**src/rtl/hilo_unit.sv**
```systemverilog
// HI/LO register unit: holds the architectural HI/LO pair, sequences
// multi-cycle MULT/DIV completion and serves MFHI/MFLO/MTHI/MTLO.
module hilo_unit #(
    parameter int unsigned MULT_LAT = 3,
    parameter int unsigned DIV_LAT  = 4
) (
    input  logic        clk,
    input  logic        rst_n,
    input  logic        op_valid,
    input  logic [2:0]  op,
    input  logic [31:0] wdata,
    input  logic [31:0] alu_hi,
    input  logic [31:0] alu_lo,
    output logic [31:0] hi,
    output logic [31:0] lo,
    output logic [31:0] rdata,
    output logic        rdata_valid,
    output logic        busy,
    output logic        stall
);

    typedef enum logic {
        IDLE = 1'b0,
        BUSY = 1'b1
    } state_t;

    typedef enum logic [2:0] {
        OP_NOP  = 3'b000,
        OP_MULT = 3'b001,
        OP_DIV  = 3'b010,
        OP_MTHI = 3'b011,
        OP_MTLO = 3'b100,
        OP_MFHI = 3'b101,
        OP_MFLO = 3'b110,
        OP_NOP7 = 3'b111
    } op_t;

    localparam logic [3:0] MULT_INIT = 4'(MULT_LAT - 1);
    localparam logic [3:0] DIV_INIT  = 4'(DIV_LAT - 1);

    state_t     state, state_nx;
    logic [3:0] cnt, cnt_nx;
    op_t        opc;
    logic       real_op;
    logic       accept;
    logic       capture;

    assign busy = (state == BUSY);

    // Decode the op and decide whether it is accepted this cycle
    always_comb begin
        opc     = op_t'(op);
        real_op = 1'b0;
        case (opc)
            OP_MULT, OP_DIV, OP_MTHI, OP_MTLO, OP_MFHI, OP_MFLO: real_op = 1'b1;
            default:                                            real_op = 1'b0;
        endcase
        stall  = busy && op_valid && real_op;
        accept = op_valid && !stall;
    end

    // Next-state logic: launch MULT/DIV from IDLE, count down in BUSY
    always_comb begin
        state_nx = state;
        cnt_nx   = cnt;
        capture  = 1'b0;
        case (state)
            IDLE: begin
                if (accept && opc == OP_MULT) begin
                    state_nx = BUSY;
                    cnt_nx   = MULT_INIT;
                end else if (accept && opc == OP_DIV) begin
                    state_nx = BUSY;
                    cnt_nx   = DIV_INIT;
                end
            end
            BUSY: begin
                if (cnt == 4'd0) begin
                    capture  = 1'b1;
                    state_nx = IDLE;
                end else begin
                    cnt_nx = cnt - 4'd1;
                end
            end
            default: begin
                state_nx = IDLE;
                cnt_nx   = '0;
            end
        endcase
    end

    // State and latency counter registers
    always_ff @(posedge clk or negedge rst_n) begin
        if (!rst_n) begin
            state <= IDLE;
            cnt   <= '0;
        end else begin
            state <= state_nx;
            cnt   <= cnt_nx;
        end
    end

    // HI/LO capture, moves to/from HI/LO, and registered read port
    always_ff @(posedge clk or negedge rst_n) begin
        if (!rst_n) begin
            hi          <= '0;
            lo          <= '0;
            rdata       <= '0;
            rdata_valid <= 1'b0;
        end else begin
            rdata_valid <= 1'b0;
            if (capture) begin
                hi <= alu_hi;
                lo <= alu_lo;
            end else if (accept) begin
                // Only NOPs are accepted while BUSY, so these never race capture
                case (opc)
                    OP_MTHI: hi <= wdata;
                    OP_MTLO: lo <= wdata;
                    OP_MFHI: begin
                        rdata       <= hi;
                        rdata_valid <= 1'b1;
                    end
                    OP_MFLO: begin
                        rdata       <= lo;
                        rdata_valid <= 1'b1;
                    end
                    default: ;
                endcase
            end
        end
    end

endmodule

```
**config.mk**
```make
export PLATFORM = sky130hd
export DESIGN_NAME = hilo_unit
export DESIGN_NICKNAME = d
export VERILOG_FILES = /design/src/rtl/hilo_unit.sv
export SDC_FILE = /design/constraint.sdc
export NUM_CORES = 1
export LEC_CHECK = 0
export ABC_AREA = 1
export BUFFER_PORTS_ARGS = -buffer_cell sky130_fd_sc_hd__buf_2
export CAP_MARGIN = 20
export CORE_ASPECT_RATIO = 1.1
export CORE_MARGIN = 5
export CORE_UTILIZATION = 44
export CTS_CLUSTER_SIZE = 8
export DETAILED_ROUTE_END_ITERATION = 7
export HOLD_SLACK_MARGIN = 0.05
export PLACE_DENSITY = 0.76
export SETUP_SLACK_MARGIN = 0.4
export SLEW_MARGIN = 5
export SYNTH_ARGS = -nofsm -noshare
export SYNTH_HDL_FRONTEND = slang
export SYNTH_SLANG_ARGS = --single-unit
```
**constraint.sdc**
```tcl
create_clock -name clk -period 1.5 [get_ports clk]
set_input_delay 0.375 -clock clk [delete_from_list [all_inputs] [get_ports clk]]
set_output_delay 0.375 -clock clk [all_outputs]
set_load 0.02 [all_outputs]
```
* Word-level counts from Yosys, hierarchy flattened *
Index checks and enable logic that the tools add are counted.
W data, S select, Z words.

storage, ports and cells
  register bits after elaboration = 102
  logic and storage cells = 55

cells by class
  add/sub/neg operators = 1
  equal/unequal tests = 8
  muxes and demuxes = 21
  bitwise logic cells = 2
  reduce and logical (&&, ||, !) cells = 17

operators with widths
  cell                   count
  $mux W32               6
  $pmux W32 S2           1
  $mux W4                3
  $eq A3 B3 Y1 const B   3
  $mux W1                9
  $pmux W4 S2            1
  $reduce_bool A2 Y1     4
  $eq A3 B2 Y1 const B   2
  $reduce_and A2 Y1      3
  $reduce_or A6 Y1       1
  $logic_and A1 B1 Y1    5
  $logic_not A4 Y1       1
  $sub A4 B1 Y4 const B  1
  $eq A3 B1 Y1 const B   1
  $ne A3 B3 Y1 const B   1
  $reduce_and A3 Y1      1
  $ne A2 B2 Y1 const B   1
  $not A1 Y1             2
  $pmux W1 S2            1
  $reduce_or A2 Y1       1
  $logic_not A1 Y1       1

* Depth between registers and ports, before layout *
Gate-level depths: netlist of the first run.

  depth in word-level cells = 10
  mapped depth = 10
  depth with buffers taken out = 9

* Worst setup path after synthesis of the first run *
OpenSTA, ideal clock, no wires.

  path type = input to output
  from = input port op_valid
  to = output port stall
  arrival time = 1.111 ns
  slack = 0.014 ns
  cell stages on the path = 6
  path buffers = 2
  path through = buf_2 nand2_1 inv_1 nand2_4 buf_2 inv_1

on the way
  word-level cells in the longest chain between the ends = 2

ends and longest elaborated chain
  item                              RTL line  RTL
  start, declared                   9         input logic op_valid,
  $logic_and A1 B1 Y1 (2 in a row)  58        stall = busy && op_valid && real_op;
  end, declared                     19        output logic stall

No other way between the ends.

* Worst setup path in the final report of the first run *
  from = register cnt[0]
  to = register hi[5]

on the way
  word-level cells in the longest chain between the ends = 5
  elaborated cells on any way between the ends = 7
  those cells by class = mux: 3; reduce/logical: 4

ends and longest elaborated chain
  item                          RTL line  RTL
  start, declared               42        logic [3:0] cnt, cnt_nx;
  start signal, assigned        99        cnt <= cnt_nx;
  $logic_not A4 Y1 (*)          78        if (cnt == 4'd0) begin
  $mux W1 (*)                   78
  $mux W1 (*)                   67        case (state)
  $reduce_bool A2 Y1 (no line)  -
  $reduce_and A2 Y1 (no line)   -
  end signal, assigned          113       hi <= alu_hi;
  end signal, assigned          118       OP_MTHI: hi <= wdata;
  end, declared                 14        output logic [31:0] hi,

Mark *: on every way between the ends. The rest lies on a longest branch, timed or not.
A chain may end at the register's enable or synchronous reset.

==> results of run 1 <==
final cells by class:
type                            instances  area [um^2]  share of cell area
Tap cell                              150          188              0.0211
Clock buffer                           12          267              0.0300
Sequential cell                       102         2550               0.287
Timing Repair Buffer                  348         3200               0.360
Multi-Input combinational cell        425         2410               0.271
Clock inverter                          4         30.0             0.00338
Inverter                               60          248              0.0278
Antenna cell                            1         2.50            0.000281
stage by stage:
step / setup slack [ns] / setup TNS, ns
2_1_floorplan: 0.0865 / 0
3_3_place_gp: -0.0812 / -0.758
3_5_place_dp: -0.0941 / -1.86
4_1_cts: -0.000930 / -0.000930
5_1_grt: -0.188 / -4.84
6_report: -0.147 / -2.34
critical path: stages, from the launching register on:
cell and delay, ns:
dfrtp_1 0.39, inv_2 0.09, ha_4 0.15, nand2_4 0.05, nor2_4 0.19, inv_8 0.11
buf_12 0.17, nand2_1 0.09, nand2_1 0.12, nand2_1 0.12, nand2_1 0.05
per-layer routing:
metal | wire length (um) | share of wire | global-route usage
met3 | 1810 | 0.081 | 0.0562
met5 | 0 | 0 | 0
met4 | 1260 | 0.056 | 0.122
met1 | 7900 | 0.35 | 0.325
met2 | 11300 | 0.51 | 0.477
power by group:
group          switching, mW  internal (mW)  total, mW
clock network           1.04           1.27       2.31
logic                   5.75           5.97       11.7
registers               1.08           4.08       5.17
path summary, 6_finish.rpt:
kind | endpoint | slack, ns
setup / recovery | hi[5]$_DFFE_PN0P_ | -0.15
hold / removal | lo[15]$_DFFE_PN0P_ | 0.26
setup reg to reg | hi[5]$_DFFE_PN0P_ | -0.15
hold reg to reg | rdata[9]$_DFFE_PN0P_ | 0.52
max in group asynchronous | hi[0]$_DFFE_PN0P_ | 0.55
min in group asynchronous | lo[11]$_DFFE_PN0P_ | 0.47
synth_stat cells (all sizes together):
library cell / n / area, um^2
buf: 31 / 179
o211ai: 18 / 135
nor2: 47 / 179
clkbuf: 10 / 37.5
nand3: 91 / 483
dfrtp: 102 / 2550
o21ai: 59 / 295
ha: 1 / 12.5
nand2: 158 / 608
a21oi: 13 / 65.1
mux2i: 20 / 200
xor2: 1 / 8.76
nand4: 14 / 87.6
inv: 60 / 225
xnor2: 1 / 8.76
nor3: 1 / 16.3
timing repair:
| action | 4_1_cts | 5_1_grt |
|---|---|---|
| gates cloned | 5 | 11 |
| pin swaps | 10 | 15 |
| hold buffers | 1 | 0 |
| endpoints found under the setup margin | 201 | 264 |
| buffers inserted | 60 | 36 |
| gates resized for setup | 231 | 91 |
| endpoints found under the hold margin | 23 | 0 |
sequential cells by signal, summed over array words and instances, names as in the netlist:
| name | flops |
|---|---|
| hi | 32 |
| lo | 32 |
| rdata | 32 |
| cnt | 4 |
| busy | 1 |
| rdata_valid | 1 |
cells by family after synthesis:
group,synth area share
AO/OA/AOI/OAI,0.0973
XOR/XNOR,0.00344
adder cells (fa/ha/maj),0.00246
buffers and inverters,0.0867
flip-flops,0.501
multiplexers,0.0393
AND/OR/NAND/NOR,0.270
==> impl_results.md, run 1 <==
- Sequential element share of the synthesized area: 0.501
- Die width: 113 um
- Final setup viols: 50
- Boundary pin count: 201
- CP startpoint: cnt[0]$_DFFE_PN0P_
- Critical path launch point type: flop
- DR vias/cell: 5.57
- CP Max Fanout: 13
- DRT Wirelength: 22300 um
- First-pass GRT wire length: 29800 um
- CORE AREA: 11400 um^2
- Reg2reg path depth: 10
- Starting density of the core: 0.447
- Slew of the pin with the lowest slew margin: 0.467 ns
- DIE AREA: 13800 um^2
- Unrepaired setup endpoints after global routing: yes
- Fin crit share: 1.10
- Mapped Cells: 627
- Clock root cell: clkbuf_16
- Syn_area_per_cell: 8.12 um^2
- Post-DR wirelength/cell: 20.2 um
- Area delta synth->final: 74.6%
- R2R Path Start: cnt[0]$_DFFE_PN0P_
- Number of global-route vias before repair: 5854
- Final Util: 0.781
- CTS max path bufs: 2
- Fillers: 697
- Placed cell count: 972
- Worst Skew: 0.00980 ns
- GR Util All Layers: 0.273
- Final-stage net count: 1049
- Yosys warning count: 0
- Max-slew headroom: 0.687
- Sink Count: 102
- Hold Slack: 0.260 ns
- IO Port Bufs: 200
- Worst EP required: 1.74 ns
- Final instance area: 8900 um^2
- Cts bufs inserted: 9
- Row count: 41
- Dpl cell area: 6560 um^2
- Crit Path Class: flop to flop
- Max-cap violation count: 0
- Grt ovf: 0
- Final std cells w/o fill: 1102
- Routability cong.: 0.834
- TritonRoute pass-1 iters: 7
- DP HPWL: 11300 um
- Total design power: 19.2 mW
- Slew Limit Fails: 0
- F_max: 607 MHz
- Initial drt markers: 562
- VDD IR max: 0.00124 V
- DRC Markers: 0
- Largest net degree at the start of global routing: 33
- Via count: 6136
- Clk Latency, worst-skew pair: 0.34 ns
- Power Density: 2160 nW/um^2
- Period minus WS final: 1.65 ns
- Initial antenna violation count: 1
- Post-layout worst setup margin: -0.147 ns
- Failing checks: negative setup slack
- #FFs+latches synth: 102
- Status: finished, violations left
- Share of cells above drive strength 1: 0.470
- Hold Vio Cnt, Final: 0
- Critical path endpoint category: flop
- Synthesized Nets: 730
- Cell variety after synth: 25
- Clock Pin Slew Worst Setup and Hold Paths: 0.08 ns
- Routed Antenna Nets: 0
- Worst Hold Class: primary input to flop
- Die Ht: 123 um
- Hold path cells: 3
- Commonest non-fill, non-tap cell in the layout: nand2_1
- CTS H-tree depth: 3
- Hold Path Origin: alu_lo[15]
- Static leakage: 4.72 nW
- Worst Path Arrival: 1.89 ns
- Commonest non-fill, non-tap cells in the layout: nand2_1, buf_4, buf_6, dfrtp_1, buf_2
- CTS tree: done
- Cell Area, Synth: 5090 um^2
Power figures use the tool's default switching activity.
==> inputs of run 2 (changes only) <==
--- a/config.mk
+++ b/config.mk
@@ -8,7 +8,7 @@
 export ABC_AREA = 1
 export BUFFER_PORTS_ARGS = -buffer_cell sky130_fd_sc_hd__buf_2
 export CAP_MARGIN = 20
-export CORE_ASPECT_RATIO = 1.1
+export CORE_ASPECT_RATIO = 1.4
 export CORE_MARGIN = 5
 export CORE_UTILIZATION = 44
 export CTS_CLUSTER_SIZE = 8
@@ -16,6 +16,7 @@
 export HOLD_SLACK_MARGIN = 0.05
 export PLACE_DENSITY = 0.76
 export SETUP_SLACK_MARGIN = 0.4
+export SKIP_LAST_GASP = 1
 export SLEW_MARGIN = 5
 export SYNTH_ARGS = -nofsm -noshare
 export SYNTH_HDL_FRONTEND = slang
==> impl_results.md, run 2 (same netlist as run 1, synthesis figures left out) <==
- P_int: 12.2 mW (+7.3%)
- Worst Hold Class: primary input to flop
- CTS max path bufs: 2 (unchanged)
- Power share of the combinational group: 0.631 (+0.020)
- Largest regs: hi x32, lo x32, rdata x32
- F_max: 574 MHz (-5.5%)
- Row count: 46 (+12%)
- Routed Antenna Nets: 0 (unchanged)
- Via count: 6843 (+12%)
- Initial antenna violation count: 2 (+1)
- Commonest non-fill, non-tap cell in the layout: buf_4
- Share of cells above drive strength 1: 0.516 (+0.0462)
- Static leakage: 4.99 nW (+5.7%)
- Boundary pin count: 201 (unchanged)
- Hold Slack: 0.254 ns (-0.00582 ns)
- Post-DR wirelength/cell: 24.0 um (+19%)
- Status: finished, violations left
- Routability cong.: 0.849 (+1.8%)
- Fin crit share: 1.16 (+0.0638)
- Starting density of the core: 0.449 (+0.00197)
- Final setup viols: 83 (+66%)
- CTS H-tree depth: 3 (unchanged)
- Clk Latency, worst-skew pair: 0.35 ns (about the same)
- Failing checks: negative setup slack
- Switch share: 0.426 (+0.0156)
- Unrepaired setup endpoints after global routing: yes
- Critical path endpoint category: flop
- Crit Path Class: flop to flop
- Cts bufs inserted: 9 (unchanged)
- Slew Limit Fails: 0 (unchanged)
- Max-slew headroom: 0.676 (-0.0113)
- Final std cells w/o fill: 1129 (+2.5%)
- Clock share of power: 0.119 (about the same)
- Pre-CTS setup slack: -0.0592 ns (+0.0349 ns)
- Grt ovf: 0 (unchanged)
- DIE AREA: 13900 um^2 (+0.21%)
- Slew of the pin with the lowest slew margin: 0.484 ns (+0.0168 ns)
- Placed cell count: 974 (+0.21%)
- Clock root cell: clkbuf_16
- Critical path launch point type: flop
- Sink Count: 102 (unchanged)
- GR Util All Layers: 0.289 (+0.0158)
- Max-cap violation count: 0 (unchanged)
- Largest net degree at the start of global routing: 62 (+88%)
- Clock Pin Slew Worst Setup and Hold Paths: 0.08 ns (about the same)
- Worst EP required: 1.72 ns (-0.02 ns)
- DRT Wirelength: 27100 um (+22%)
- DRC Markers: 0 (unchanged)
- Sw power: 9.01 mW (+14%)
- DR vias/cell: 6.06 (+8.9%)
- TritonRoute pass-1 iters: 7 (unchanged)
- Number of global-route vias before repair: 6170 (+5.4%)
- Die Ht: 137 um (+12%)
- Period minus WS final: 1.74 ns (+0.0958 ns)
- VDD IR max: 0.00133 V (+7.2%)
- Worst Skew: 0.0126 ns (+0.00285 ns)
- Initial drt markers: 776 (+38%)
- Seq pwr share: 0.250 (-0.019)
- First-pass GRT wire length: 31000 um (+4.1%)
- Worst Path Arrival: 1.97 ns (+0.08 ns)
- DP HPWL: 11800 um (+5.0%)
- CORE AREA: 11300 um^2 (-0.44%)
- Power Density: 2240 nW/um^2 (+4.0%)
- IO Port Bufs: 200 (unchanged)
- CTS tree: done
- Commonest non-fill, non-tap cells in the layout: buf_4, buf_6, nand2_1, dfrtp_1, buf_2
- Die width: 101 um (-10%)
- Post-layout worst setup margin: -0.242 ns (-0.0958 ns)
- CP Max Fanout: 7 (-6)
- Area delta synth->final: 85.1%
- Hold Vio Cnt, Final: 0 (unchanged)
- Final-stage net count: 1082 (+3.1%)
[run 2: per-layer routing]
layer / routed length, um / vias up / track usage
met2: 13200 / 653 / 0.510
met3: 3090 / 251 / 0.0481
met4: 2650 / 2 / 0.179
met1: 8190 / 3165 / 0.320
met5: 9 / - / 0
li1: - / 2772 / -
[run 2: metrics by stage]
| stage | utilization | area [um^2] | setup TNS (ns) | total power [mW] |
|---|---|---|---|---|
| finish | 0.832 | 9430 | -8.75 | 21.2 |
| global route | 0.832 | 9430 | -14.00 | 21.9 |
| CTS | 0.758 | 8590 | -0.0222 | 18.3 |
| detailed placement | 0.583 | 6620 | -1.21 | 12.1 |
| global placement | 0.583 | 6620 | -0.394 | 11.9 |
| floorplan | - | 5290 | 0 | 9.37 |
[run 2: timing repair]
item,in CTS,in global routing
resized for setup,254,142
pin swaps,7,22
hold endpoints to repair,23,0
setup buffers,81,40
endpoints found under the setup margin,201,242
cloned,11,5
hold buffers,1,0
[run 2: cell type report]
type	instances	area (um^2)
sequential	102	2550
clock buffer	11	243
clock inverter	5	66.3
timing repair buffer	382	3550
tap	144	180
inverter	60	250
multi-input combinational	424	2580
fill	494	1910
antenna	1	2.50
[run 2: critical path, stage by stage, from the launching register on]
cell and delay (ns):
dfrtp_1 0.40, inv_2 0.09, ha_4 0.16, nand2_4 0.06, nor2_4 0.20, buf_6 0.16, buf_12 0.15, buf_6 0.10
nor2_2 0.04, nand4_1 0.14, nand3_1 0.10
[run 2: worst paths after layout]
kind,from,to,slack (ns),cells after the start
worst min register to register,rdata[1]$_DFFE_PN0P_,rdata[1]$_DFFE_PN0P_,0.53,2
worst min-delay path,alu_hi[3],hi[3]$_DFFE_PN0P_,0.25,3
min in group asynchronous,rst_n,rdata[19]$_DFFE_PN0P_,0.57,3
worst max-delay path,cnt[0]$_DFFE_PN0P_,hi[14]$_DFFE_PN0P_,-0.24,10
worst max register to register,cnt[0]$_DFFE_PN0P_,hi[14]$_DFFE_PN0P_,-0.24,10
max in group asynchronous,rst_n,rdata[31]$_DFFE_PN0P_,0.58,3
[run 2: power by group through the flow]
stage	registers [mW]	logic (mW)	clock network, mW
after global placement	5.02	6.85	0
final	5.30	13.3	2.51
after detailed placement	5.04	7.01	0
after global routing	5.38	13.9	2.61
after floorplan	6.48	2.89	0
after CTS	5.08	10.7	2.45
==> inputs of run 3 (changes only) <==
--- a/config.mk
+++ b/config.mk
@@ -5,13 +5,12 @@
 export SDC_FILE = /design/constraint.sdc
 export NUM_CORES = 1
 export LEC_CHECK = 0
-export ABC_AREA = 1
 export BUFFER_PORTS_ARGS = -buffer_cell sky130_fd_sc_hd__buf_2
 export CAP_MARGIN = 20
 export CORE_ASPECT_RATIO = 1.4
 export CORE_MARGIN = 5
-export CORE_UTILIZATION = 44
-export CTS_CLUSTER_SIZE = 8
+export CORE_UTILIZATION = 43
+export CTS_CLUSTER_SIZE = 16
 export DETAILED_ROUTE_END_ITERATION = 7
 export HOLD_SLACK_MARGIN = 0.05
 export PLACE_DENSITY = 0.76
==> impl_results.md, run 3 <==
- Final std cells w/o fill: 1044 (-7.5%)
- Max-cap violation count: 0 (unchanged)
- Setup tns final: -0.696 ns (+8.06 ns)
- DP HPWL: 10900 um (-7.5%)
- Die Ht: 135 um (-1.9%)
- Cell variety after synth: 34 (+36%)
- Clock Pin Slew Worst Setup and Hold Paths: 0.07 ns (about the same)
- #FFs+latches synth: 102 (unchanged)
- Asr flop ratio synth: 1.00 (unchanged)
- Hold Path Origin: wdata[14]
- Commonest non-fill, non-tap cell in the layout: buf_4
- Sw power: 8.69 mW (-3.5%)
- Power share of the combinational group: 0.630 (about the same)
- Worst Path Arrival: 1.82 ns (-0.15 ns)
- Power Density: 2190 nW/um^2 (-2.5%)
- Area delta synth->final: 101%
- Worst EP required: 1.73 ns (about the same)
- Dpl cell area: 6090 um^2 (-7.9%)
- Status: finished, violations left
- Final setup viols: 27 (-67%)
- Period minus WS final: 1.59 ns (-0.150 ns)
- Worst Skew: 0.0100 ns (-0.00260 ns)
- GR Util All Layers: 0.310 (+0.0216)
- Worst Hold Class: primary input to flop
- Initial antenna violation count: 4 (+2)
- Slew of the pin with the lowest slew margin: 0.442 ns (-0.0418 ns)
- Commonest cells in the netlist: nand2_1, dfrtp_1, a31oi_1, nor2_1, mux2i_1
- Clock root cell: clkbuf_16
- Post-DR wirelength/cell: 25.4 um (+5.9%)
- Post-layout worst setup margin: -0.0922 ns (+0.150 ns)
- Commonest non-fill, non-tap cells in the layout: buf_4, buf_6, nand2_1, dfrtp_1, buf_2
- Synth top area share: 0.535 (+0.0338)
- Hold Vio Cnt, Final: 0 (unchanged)
- Slew Limit Fails: 0 (unchanged)
- DIE AREA: 13300 um^2 (-3.8%)
- R2R Path Start: busy$_DFF_PN0_
- Largest net degree at the start of global routing: 36 (-42%)
- DR vias/cell: 6.11 (+0.79%)
- CP startpoint: busy$_DFF_PN0_
- IO Port Bufs: 200 (unchanged)
- CTS H-tree depth: 3 (unchanged)
- Row count: 45 (-2.2%)
- Largest regs: hi x32, lo x32, rdata x32
- Cts bufs inserted: 9 (unchanged)
- Static leakage: 4.82 nW (-3.5%)
- Pre-CTS setup slack: -0.0814 ns (-0.0222 ns)
- Starting density of the core: 0.439 (-0.0101)
- First-pass GRT wire length: 32100 um (+3.4%)
- Critical path endpoint category: flop
- Cell Area, Synth: 4770 um^2 (-6.3%)
- Failing checks: negative setup slack
- Seq pwr share: 0.261 (+0.011)
- Die width: 99.0 um (-1.9%)
- Boundary pin count: 201 (unchanged)
- Clock share of power: 0.109 (-0.010)
- Clk Latency, worst-skew pair: 0.35 ns (about the same)
- Synthesized Nets: 636 (-13%)
- Routed Antenna Nets: 0 (unchanged)
- VDD IR max: 0.00147 V (+10%)
- Cell taking the most area after synthesis: dfrtp_1
- Unrepaired setup endpoints after global routing: yes
- CTS tree: done
- CTS max path bufs: 2 (unchanged)
- Final-stage net count: 998 (-7.8%)
- Final instance area: 9600 um^2 (+1.8%)
- CP Max Fanout: 4 (-3)
- Number of global-route vias before repair: 6017 (-2.5%)
- Placed cell count: 864 (-11%)
- Sequential element share of the synthesized area: 0.535 (+0.0338)
- Via count: 6378 (-6.8%)
- Most frequent cell after synthesis: nand2_1
- Syn_area_per_cell: 8.95 um^2 (+10%)
- Crit Path Class: flop to flop
- CORE AREA: 10900 um^2 (-4.2%)
- Grt ovf: 0 (unchanged)
- DRT Wirelength: 26600 um (-2.1%)
- Sink Count: 102 (unchanged)
- DRC Markers: 0 (unchanged)
- F_max: 628 MHz (+9.4%)
- Fin crit share: 1.06 (-0.100)
- TritonRoute pass-1 iters: 5 (-2)
- Share of cells above drive strength 1: 0.613 (+0.0966)
- Ys flop type: dfrtp_1
- Mapped Cells: 533 (-15%)
- Max-slew headroom: 0.697 (+0.0208)
- Post-synth EDFFs: 0 (unchanged)
- Yosys warning count: 0 (unchanged)
- Initial drt markers: 509 (-34%)
- Switch share: 0.414 (-0.0119)
- Routability cong.: 0.894 (+5.3%)
- Critical path launch point type: flop
- P_int: 12.3 mW (+1.3%)
- Largest cells by area after synthesis: dfrtp_1, nand2_1, a31oi_1
run 3: cell type report:
cell class                      instances  area, um^2
Timing Repair Buffer                  391        3890
Multi-Input combinational cell        385        2670
Sequential cell                       102        2550
Fill cell                             457        1270
Clock buffer                           12         256
Tap cell                              141         176
Inverter                                6        22.5
Clock inverter                          3        18.8
Antenna cell                            4        10.0
run 3: worst max-delay path, stage by stage, from the launching register on:
cell	delay, ns
dfrtp_2	0.41
and3b_2	0.29
nor2b_4	0.21
buf_6	0.14
clkbuf_16	0.15
nand2_4	0.04
a31oi_1	0.24
run 3: repair_timing:
action                     4_1_cts  5_1_grt
hold endpoints to repair        22        0
gates resized for setup        302      147
pin swaps                       24       64
gates cloned                    18        9
buffers inserted                75       58
hold buffers                     1        0
setup endpoints to repair      199      236
run 3: power by group through the flow:
stage,Sequential (mW),Clock [mW],Combinational [mW]
after CTS,5.33,2.21,10.5
final,5.48,2.28,13.2
after global placement,5.13,0,6.13
after floorplan,6.73,0,2.34
after detailed placement,5.22,0,6.33
after global routing,5.60,2.38,13.8
run 3: metal layers:
| layer | up-vias | share of wire | global-route usage | wire (um) |
|---|---|---|---|---|
| met2 | 562 | 0.50 | 0.543 | 13300 |
| met4 | 2 | 0.093 | 0.189 | 2470 |
| met3 | 222 | 0.089 | 0.0625 | 2350 |
| met1 | 3052 | 0.32 | 0.343 | 8390 |
| met5 | - | 0.00041 | 0 | 11 |
| li1 | 2540 | - | - | - |
run 3: cells by family after synthesis:
logic type                 count (synthesis)  share of synthesized area
DFF                                      102                      0.535
adders and majority gates                  1                    0.00262
muxes                                     33                     0.0695
xor gates and xnor gates                   1                    0.00184
buffers and inverters                     46                     0.0561
AOI/OAI and AO/OA                        106                      0.133
and+or+nand+nor                          244                      0.202
run 3: per-stage QoR:
step / hold WS, ns / power [mW] / util
finish: 0.284 / 21.0 / 0.883
detailed placement: 0.329 / 11.5 / 0.560
CTS: 0.283 / 18.0 / 0.774
global route: 0.284 / 21.7 / 0.883
floorplan: 0.0794 / 9.07 / -
global placement: 0.318 / 11.3 / 0.560
run 3: worst paths after layout:
check / slack, ns / cells past startpoint / end
hold reg to reg: 0.54 / 2 / rdata[17]$_DFFE_PN0P_
min in group asynchronous: 0.46 / 2 / rdata[23]$_DFFE_PN0P_
max in group asynchronous: 0.55 / 3 / rdata[25]$_DFFE_PN0P_
setup reg to reg: -0.09 / 6 / lo[12]$_DFFE_PN0P_
setup / recovery: -0.09 / 6 / lo[12]$_DFFE_PN0P_
hold / removal: 0.28 / 3 / lo[14]$_DFFE_PN0P_
